### src/rtl/dmac_bus_arbiter.sv
// Two-master AHB arbiter: the CPU is the default/parking master and the DMAC
// borrows the bus. Ownership moves only at idle transfer boundaries. A waiting
// CPU bounds DMAC tenure. After a preemption, a fairness window keeps the
// DMAC off the bus while the CPU keeps requesting.
module dmac_bus_arbiter #(
   parameter int MAX_GRANT_CYCLES = 16,
   parameter int CW               = $clog2(MAX_GRANT_CYCLES + 1)
) (
   input  logic clk,
   input  logic rst,
   input  logic cpu_req,
   input  logic cpu_lock,
   input  logic dma_req,
   input  logic hready,
   input  logic [1:0] htrans,
   output logic grant_cpu,
   output logic grant_dma,
   output logic hmaster,
   output logic hmastlock,
   output logic preempt
);

   typedef enum logic [1:0] {
      PARK_CPU = 2'b00,
      OWN_DMA  = 2'b01,
      DRAIN    = 2'b10
   } state_t;

   localparam logic [CW-1:0] TEN_LAST = CW'(MAX_GRANT_CYCLES - 1);
   localparam logic [CW-1:0] TEN_MAX  = CW'(MAX_GRANT_CYCLES);

   state_t        state;
   logic [CW-1:0] ten_cnt;
   logic [CW-1:0] fair_cnt;
   logic          bnd;

   // An idle transfer that completes is the only safe point to switch owners.
   assign bnd = hready & (htrans == 2'b00);

   // The lock is only meaningful while the CPU drives the address phase.
   assign hmastlock = cpu_lock & ~hmaster;

   // Arbitration FSM with registered grants, owner select and preempt pulse.
   always_ff @(posedge clk or posedge rst) begin
      if (rst) begin
         state     <= PARK_CPU;
         grant_cpu <= 1'b1;
         grant_dma <= 1'b0;
         hmaster   <= 1'b0;
         preempt   <= 1'b0;
         ten_cnt   <= '0;
         fair_cnt  <= '0;
      end else begin
         preempt <= 1'b0;
         case (state)
            PARK_CPU: begin
               // The fairness window only runs down while the CPU actually wants the bus.
               if (!cpu_req)
                  fair_cnt <= '0;
               else if (fair_cnt != '0)
                  fair_cnt <= fair_cnt - CW'(1);
               if (dma_req && !cpu_lock && bnd && (fair_cnt == '0)) begin
                  state     <= OWN_DMA;
                  grant_cpu <= 1'b0;
                  grant_dma <= 1'b1;
                  hmaster   <= 1'b1;
                  ten_cnt   <= '0;
               end
            end
            OWN_DMA: begin
               if (!dma_req && bnd) begin
                  // A voluntary release wins over expiry, so no fairness window applies.
                  state     <= PARK_CPU;
                  grant_cpu <= 1'b1;
                  grant_dma <= 1'b0;
                  hmaster   <= 1'b0;
               end else if (cpu_req && (ten_cnt == TEN_LAST)) begin
                  // Take the grant away but keep the mux on the DMAC until its burst ends.
                  state     <= DRAIN;
                  grant_dma <= 1'b0;
                  preempt   <= 1'b1;
               end else if (cpu_req && (ten_cnt != TEN_MAX)) begin
                  ten_cnt <= ten_cnt + CW'(1);
               end
            end
            DRAIN: begin
               if (bnd) begin
                  state     <= PARK_CPU;
                  grant_cpu <= 1'b1;
                  hmaster   <= 1'b0;
                  fair_cnt  <= TEN_MAX;
               end
            end
            default: begin
               state     <= PARK_CPU;
               grant_cpu <= 1'b1;
               grant_dma <= 1'b0;
               hmaster   <= 1'b0;
               ten_cnt   <= '0;
               fair_cnt  <= '0;
            end
         endcase
      end
   end

endmodule

### config.mk
export PLATFORM = sky130hd
export DESIGN_NAME = dmac_bus_arbiter
export DESIGN_NICKNAME = d
export VERILOG_FILES = /design/src/rtl/dmac_bus_arbiter.sv
export SDC_FILE = /design/constraint.sdc
export NUM_CORES = 1
export LEC_CHECK = 0
export ABC_CLOCK_PERIOD_IN_PS = 1990
export CORE_ASPECT_RATIO = 1.4
export CORE_MARGIN = 4
export CORE_UTILIZATION = 35
export DETAILED_ROUTE_END_ITERATION = 10
export GPL_TIMING_DRIVEN = 0
export PLACE_DENSITY_LB_ADDON = 0.25
export SLEW_MARGIN = 20
export SYNTH_ARGS = -nofsm -noshare
export SYNTH_HDL_FRONTEND = slang
export SYNTH_SLANG_ARGS = --single-unit
### constraint.sdc
create_clock -name clk -period 1.99 [get_ports clk]
set_input_delay 0.398 -clock clk [delete_from_list [all_inputs] [get_ports clk]]
set_output_delay 0.398 -clock clk [all_outputs]
set_load 0.05 [all_outputs]
Yosys cells after proc, flatten, opt, wreduce, memory -nomap -nowiden. Cells that the tools add are included.

Multipliers: 0. Div/mod/pow operators: 0. Equal/unequal tests: 12. Bitwise operators: 5. $add $sub $neg: 2. Shift operators: 0. Multiplexer cells: 28. $lt $le $gt $ge: 0. Reductions and logical operators: 17.

Operator list (count): 5-bit two-way mux (7); 5-bit one-hot mux with 3 select lines (2); 2-bit inequality test (second input constant) (6); 3-bit AND reduction (4); 1-bit two-way mux (11); 1-bit one-hot mux with 3 select lines (3); 2-bit two-way mux (4); 1-bit logical AND (6); 3-bit inequality test (second input constant) (2); 2-bit one-hot mux with 3 select lines (1); 5-bit by 1-bit adder with 5-bit output (second input constant) (1); 5-bit by 4-bit == test with 1-bit output (second input constant) (1); 5-bit logical NOT (1); 5-bit inequality test (second input constant) (1); 5-bit AND reduction (1); 5-bit nonzero test (1); 5-bit by 1-bit subtractor with 5-bit output (second input constant) (1); 2-bit logical NOT (2); 1-bit NOT (3); 1-bit bitwise AND (2); 2-bit by 1-bit == test with 1-bit output (second input constant) (1); 2-bit == test (second input constant) (1); 1-bit logical NOT (2).

Memories kept: 0. Input port bits: 8. Logic and storage cells: 71. Register bits: 16. Bits in latches: 0. Bits in read-only memories: 0. RAM bits: 0.

Depth between registers and ports, before layout. Gate-level depths: netlist of the first run.

Depth after elaboration: 6. Gate-level depth with buffers: 7.

Worst setup path after synthesis of the first run. No wires, ideal clock.

Path kind: reg-to-reg. Start: register ten_cnt[0]. End: register ten_cnt[4]. Data required time: 1870 ps. Arrival: 1637 ps. Setup time: 120 ps. Clock period less this slack: 1756 ps. Stages on the path, launching flop included: 8. Setup slack: 234 ps. Cell sequence: dfrtp_1 -> ha_1 -> and3_1 -> ha_1 -> nor2b_1 -> and3b_1 -> o21ai_1 -> a31o_1.

Word-level cells in the longest chain between the ends: 5.

Ends and longest elaborated chain: from (decl) (RTL line 33) `logic [CW-1:0] ten_cnt;`; from (signal assigned) (RTL line 83) `ten_cnt <= ten_cnt + CW'(1);`; 5-bit by 1-bit adder with 5-bit output (RTL line 83); 5-bit two-way mux (RTL line 82) `end else if (cpu_req && (ten_cnt != TEN_MAX)) begin`; 5-bit two-way mux (RTL line 77) `end else if (cpu_req && (ten_cnt == TEN_LAST)) begin`; 5-bit two-way mux (RTL line 71) `if (!dma_req && bnd) begin`; 5-bit one-hot mux with 3 select lines (RTL line 55) `case (state)`.

Parallel ways exist; a longest one is shown, timed or not. The select of a mux whose other input is x is not followed. A chain may end at the register's enable or synchronous reset.

Worst setup path in the final report of the first run.
Start: input port htrans[1]. End: register ten_cnt[4].

Word-level cells in the longest chain between the ends: 6.

Ends and longest elaborated chain: from (decl) (RTL line 15) `input logic [1:0] htrans,`; 2-bit logical NOT (*) (RTL line 38) `assign bnd = hready & (htrans == 2'b00);`; 1-bit bitwise AND (*) (RTL line 38); 1-bit logical AND (2 in series) (RTL line 62) `if (dma_req && !cpu_lock && bnd && (fair_cnt == '0)) begin`; 2-bit inequality test (no line); 5-bit AND reduction (no line) (*).

Every way passes the cells marked *; elsewhere a longest branch is shown, timed or not.

==> results of run 1 <==
## worst register-to-register path, delay by kind of cell (launching register included)
kind                       cells  cell delay, ps
AOI/OAI and AO/OA              2             300
adders and majority gates      2             420
DFF                            1             420
and+or+nand+nor                3             620
## per-stage QoR
| stage | instances | power [uW] | area [sq um] |
|---|---|---|---|
| finish | 166 | 1550 | 1330 |
| global route | 166 | 1660 | 1330 |
| CTS | 163 | 1550 | 1290 |
| detailed placement | 159 | 1250 | 1240 |
| global placement | 159 | 1240 | 1240 |
| floorplan | 110 | 1050 | 1070 |
## routing by layer
layer	vias to the layer above	routed length, um	global-route usage [%]
met1	448	1050	16.6
met5	-	0	0
met2	7	1280	23.0
met4	0	44	5.82
li1	450	-	-
met3	5	29	1.83
## worst max-delay path by stage
stage	cells after the start	from	to	slack, ps
6_report	5	htrans[1]	ten_cnt[4]$_DFFE_PP0P_	120
5_1_grt	5	htrans[1]	ten_cnt[2]$_DFFE_PP0P_	5
3_5_place_dp	3	cpu_lock	hmastlock	-280
2_1_floorplan	7	ten_cnt[0]$_DFFE_PP0P_	ten_cnt[4]$_DFFE_PP0P_	230
4_1_cts	1	grant_cpu$_DFFE_PP1P_	grant_cpu	9
3_3_place_gp	3	cpu_lock	hmastlock	-280
## state kept, by name, summed over array words and instances (netlist names)
signal and count:
hmaster 1, preempt 1, grant_cpu 1, ten_cnt 5, state 2, grant_dma 1
fair_cnt 5
## cells by family after synthesis
family	count (synthesis)
flops	16
compound gates	27
buf+inv	12
simple gates	50
fa+ha+maj	4
xor+xnor	1
## final cells by class
type                       instances  share of cell area, %
multi-input combinational         82                   48.3
sequential                        16                   30.1
timing repair buffer              15                   10.5
clock buffer                       4                   4.13
buffer                             3                  0.938
tap                               37                   3.47
inverter                           9                   2.53
## synthesized netlist by cell type (2+ instances only)
library cell  number  area, sq um
a21oi_1            6         30.0
nor3_1             3         15.0
ha_1               4         50.1
clkbuf_1           2         7.51
nor4b_4            3         71.3
o21ai_0            2         10.0
nand2_1            8         30.0
nor2b_1            3         18.8
nand2b_1           2         12.5
nand4_1            2         12.5
inv_1              9         33.8
a32oi_1            3         26.3
nor2_1             7         26.3
o22ai_1            2         12.5
nand3_1            3         15.0
o21ai_1            2         10.0
or3_1              2         12.5
dfrtp_1           15          375
nand3b_1           3         22.5
nor3b_1            4         30.0
## power by group
group	switching, uW	internal, uW	total [uW]
registers	64.8	415	479
logic	466	319	785
clock network	114	176	290
total	644	909	1550
## layout by cell type, fill, tap and decap left out, types with 3 or more instances in the layout
cell type and instances:
clkdlybuf4s50_1 10, inv_1 9, a32oi_1 3, nor3b_1 4
dfrtp_1 15, buf_4 3, nand3b_1 3, clkbuf_8 4
nor3_1 3, nor4b_4 3, nor2_1 7, a21oi_1 6
ha_1 4, nand2_1 8, nand3_1 3
## timing repair
action                                  4_1_cts  5_1_grt
pin swaps                                     0        3
hold buffers                                  0        0
resized for setup                             2        5
setup buffers                                 0        3
gates cloned                                  0        0
endpoints found under the hold margin         0        0
endpoints found under the setup margin        1        7
==> out/metrics.yaml, run 1 <==
status: "finished, final reports clean"
crit_path_top_delay_cell: "clkdlybuf4s50_1"
start_util_pct: 36.9
r2r_cells: 7
area_delta_synth_final_pct: 24.2
globalRouteOverflowTotal: 0
finalWorstPathRequiredPeriod_ps: 1870
clkTransAtPathRegs_ps: 70
die_h_um: 73.5
antenna_cells: 0
max_slew_margin_pct: 57.9
ys_ff_latch: 16
numCtsBuffers: 3
worstSetupEndpointType: "flop"
hpwl_mm: 1.78
clk_latency_ps: 250
critPathMaxStageDelay_ps: 570
drv_slew: 0
vdd_ir_drop_max_v: 0.000612
worst_pin_slew_ps: 631
finalCritPeriodShare_pct: 94.1
hold_class: "reg -> reg"
grt_usage_pct: 13.6
syn_area_sq_um: 1070
die_area_sq_um: 4030
nNetsFinal: 142
drt_wl_total_mm: 2.40
synthMuxAreaShare_pct: 0
crit_family: "simple AND/OR/NAND/NOR gates"
leakage_uw: 0.000576
syn-instance-count: 110
drc: 0
vias: 910
grt_max_degree: 17
synth_simple_gate_area_share_pct: 34.7
ctsHtreeMaxLevel: 1
hold_viol_final: 0
critPathKind: "in -> reg"
min_delay_path_depth: 2
grt_setup_unrepaired: "false"
place_ws_ps: -282
critPathBufInv: 1
place_congestion: 0.841
fillers: 282
synth_edf_count: 0
min_to: "grant_cpu$_DFFE_PP1P_"
r2r_slack_ps: 130
root_buffer: "clkbuf_8"
worstPathRequired_ps: 2140
drv_cap: 0
vias_per_cell: 5.48
fin_hold_ws_ps: 477
first_iter_violations: 25
synth-xor-area-share_pct: 0.816
grt_pass1_wl_mm: 4.00
multi_input_area_sq_um: 644
tns_ps: 0
final-setup-viol-count: 0
antenna_found_initial: 0
synth_fa_ha_area_share_pct: 4.66
regArea_sq_um: 402
io-pin-count: 13
cts_tree: "done"
drt-wirelength-per-cell_um: 14.5
synth_cell_types: 45
synth_top_family_by_area: "simple AND/OR/NAND/NOR gates"
holdCritStartpoint: "grant_cpu$_DFFE_PP1P_"
die_width_um: 54.8
postLayoutCoreUtil_pct: 45.9
power.density_nw_per_um2: 1170
clockBufferDepth: 2
crit_fanout: 8
arrival_ps: 2020
ys.flop_type: "dfrtp_1"
cp-start-kind: "input port"
fp-row-count: 23
fin_skew_ps: 6.55
timing.rr.end: "ten_cnt[4]$_DFFE_PP0P_"
ant_nets: 0
fmax_mhz: 534
core-area_sq_um: 2910
io_buffers: 12
reg2reg_from: "ten_cnt[1]$_DFFE_PP0P_"
synth_async_sr_flop_share_pct: 100
worstPathCellList: "clkdlybuf4s50_1 > nor4b_4 > nand3b_1 > nor3_1 > a31o_1"
drive_above_1_share_pct: 17.1
synth_compound_area_share_pct: 18.1
grt_pass1_vias: 873
firstDrtPassIters: 4
seq_area_frac_synth_pct: 37.4
clock-sinks: 16
synth.net_count: 122
avgSynthCellArea_sq_um: 9.76
setup_slack_ps: 118
ys_warn_count: 0
(Power assumes the default switching activity.)
==> inputs of run 2 (changes only) <==
--- a/config.mk
+++ b/config.mk
@@ -9,6 +9,7 @@
 export CORE_ASPECT_RATIO = 1.4
 export CORE_MARGIN = 4
 export CORE_UTILIZATION = 35
+export CTS_CLUSTER_SIZE = 20
 export DETAILED_ROUTE_END_ITERATION = 10
 export GPL_TIMING_DRIVEN = 0
 export PLACE_DENSITY_LB_ADDON = 0.25
==> results of run 2 <==
No change in the layout: final DEF, timing and power equal those of run 1.
==> inputs of run 3 (changes only) <==
--- a/config.mk
+++ b/config.mk
@@ -8,11 +8,12 @@
 export ABC_CLOCK_PERIOD_IN_PS = 1990
 export CORE_ASPECT_RATIO = 1.4
 export CORE_MARGIN = 4
-export CORE_UTILIZATION = 35
+export CORE_UTILIZATION = 54
 export CTS_CLUSTER_SIZE = 20
 export DETAILED_ROUTE_END_ITERATION = 10
 export GPL_TIMING_DRIVEN = 0
 export PLACE_DENSITY_LB_ADDON = 0.25
+export RECOVER_POWER = 50
 export SLEW_MARGIN = 20
 export SYNTH_ARGS = -nofsm -noshare
 export SYNTH_HDL_FRONTEND = slang
==> out/metrics.yaml, run 3 (same netlist as run 1, synthesis figures left out) <==
max_slew_margin_pct: 56.6  # was 57.9%
vias_per_cell: 6.21  # was 5.48
drt_wl_total_mm: 2.34  # was 2.40 mm
numCtsBuffers: 3  # unchanged
core-area_sq_um: 1820  # was 2910 sq um
fin_hold_ws_ps: 477  # about the same
worstPathRequired_ps: 2180  # was 2140 ps
die_h_um: 60.8  # was 73.5 um
tns_ps: 0  # unchanged
hpwl_mm: 1.74  # was 1.78 mm
cp-start-kind: "input port"  # unchanged
power.density_nw_per_um2: 1150  # was 1170 nW/um^2
worstPathCellList: "clkdlybuf4s50_1 > nor4b_4 > nand3b_1 > nor3_1 > a31o_1"  # unchanged
place_inst: 142  # was 159
grt_pass1_vias: 928  # was 873
grt_pass1_wl_mm: 3.94  # was 4.00 mm
ctsHtreeMaxLevel: 1  # unchanged
crit_fanout: 8  # unchanged
area_delta_synth_final_pct: 18.2  # was 24.2%
clkTransAtPathRegs_ps: 100  # was 70 ps
place_congestion: 0.899  # was 0.841
clockBufferDepth: 2  # unchanged
r2r_slack_ps: 120  # was 130 ps
hold_buffers: 0  # unchanged
grt_setup_unrepaired: "true"  # was false
mostFrequentLayoutCells: "dfrtp_1 (15), inv_1 (9), clkdlybuf4s50_1 (9)"  # was dfrtp_1 (15), clkdlybuf4s50_1 (10), inv_1 (9)
io_buffers: 12  # unchanged
fin_cells: 148  # was 166
antenna_found_initial: 0  # unchanged
die_width_um: 45.7  # was 54.8 um
ant_nets: 0  # unchanged
hold_viol_final: 0  # unchanged
hold_class: "reg -> reg"  # unchanged
finalCritPeriodShare_pct: 94.4  # was 94.1%
drv_cap: 0  # unchanged
worstSetupEndpointType: "flop"  # unchanged
regArea_sq_um: 402  # unchanged
finalWorstPathRequiredPeriod_ps: 1880  # was 1870 ps
worst_pin_slew_ps: 650  # was 631 ps
final-setup-viol-count: 0  # unchanged
min_to: "grant_cpu$_DFFE_PP1P_"  # unchanged
timing.rr.end: "ten_cnt[4]$_DFFE_PP0P_"  # unchanged
antenna_cells: 0  # unchanged
min_delay_path_depth: 2  # unchanged
setup.worst_path.start: "htrans[1]"  # unchanged
arrival_ps: 2070  # was 2020 ps
root_buffer: "clkbuf_4"  # was clkbuf_8
firstDrtPassIters: 4  # unchanged
postLayoutCoreUtil_pct: 69.5  # was 45.9%
die_area_sq_um: 2780  # was 4030 sq um
start_util_pct: 58.8  # was 36.9%
crit_path_top_delay_cell: "clkdlybuf4s50_1"  # unchanged
clock-sinks: 16  # unchanged
nNetsFinal: 141  # was 142
grt_max_degree: 17  # unchanged
fmax_mhz: 533  # was 534 MHz
fillers: 149  # was 282
drv_slew: 0  # unchanged
io-pin-count: 13  # unchanged
drc: 0  # unchanged
cts_tree: "done"  # unchanged
holdCritStartpoint: "grant_cpu$_DFFE_PP1P_"  # unchanged
first_iter_violations: 16  # was 25
drt-wirelength-per-cell_um: 15.8  # was 14.5 um
crit_family: "simple AND/OR/NAND/NOR gates"  # unchanged
reg2reg_from: "ten_cnt[0]$_DFFE_PP0P_"  # was ten_cnt[1]$_DFFE_PP0P_
biggestRegsByFlops: "fair_cnt: 5 flops, ten_cnt: 5 flops, state: 2 flops"  # unchanged
fin_skew_ps: 2.70  # was 6.55 ps
critPathKind: "in -> reg"  # unchanged
multi_input_area_sq_um: 631  # was 644 sq um
critPathMaxStageDelay_ps: 590  # was 570 ps
leakage_uw: 0.000552  # was 0.000576 uW
critPathBufInv: 1  # unchanged
status: "finished, final reports clean"  # unchanged
drive_above_1_share_pct: 16.4  # was 17.1%
clk_latency_ps: 290  # was 250 ps
grt_usage_pct: 19.5  # was 13.6%
globalRouteOverflowTotal: 0  # unchanged
vias: 919  # was 910
final_common_cell: "dfrtp_1"  # unchanged
vdd_ir_drop_max_v: 0.000886  # was 0.000612 V
fp-row-count: 18  # was 23
r2r_cells: 7  # unchanged
## run 3: timing repair
action / CTS / global route
buffers inserted: 0 / 2
setup endpoints to repair: 2 / 6
gates resized for setup: 3 / 3
gates cloned: 0 / 0
pin swaps: 0 / 3
## run 3: how the worst max path moves through the flow
stage,endpoint,slack [ps],depth (start not counted)
global route,ten_cnt[1]$_DFFE_PP0P_,-10,7
floorplan,ten_cnt[4]$_DFFE_PP0P_,230,7
CTS,hmastlock,10,3
finish,ten_cnt[4]$_DFFE_PP0P_,110,5
global placement,hmastlock,-280,3
detailed placement,hmastlock,-290,3
## run 3: stage by stage
step / instance area [sq um] / total power, uW / worst slack (ps)
6_report: 1270 / 1460 / 112
4_1_cts: 1250 / 1470 / 10.6
5_1_grt: 1270 / 1580 / -10.1
3_5_place_dp: 1220 / 1260 / -285
3_3_place_gp: 1220 / 1230 / -276
2_1_floorplan: 1070 / 1050 / 234
## run 3: cell type report
cell class	instances	share of cell area (%)
repair buffers	14	10.2
plain buffers	3	0.986
multi-input cells	82	49.7
well taps	20	1.97
clock buffers	4	2.86
inverters	9	2.66
flip-flops and latches	16	31.7
## run 3: routing by layer
metal	vias up	global-route usage, %	share of wire (%)
met5	-	0	0
met4	0	5.44	0.90
met3	2	2.67	2.2
met2	12	36.3	54
met1	456	22.3	43
li1	449	-	-
## run 3: tightest hold or removal path, cell delays in order (launching register included)
cell,delay [ps]
dfstp_2,380
inv_1,40
a21boi_0,60
## run 3: report_power, final
part | switching [uW] | leakage [uW] | internal (uW)
Clock | 108 | 0.0000210 | 112
Combinational | 454 | 0.000340 | 312
Sequential | 63.2 | 0.000192 | 414
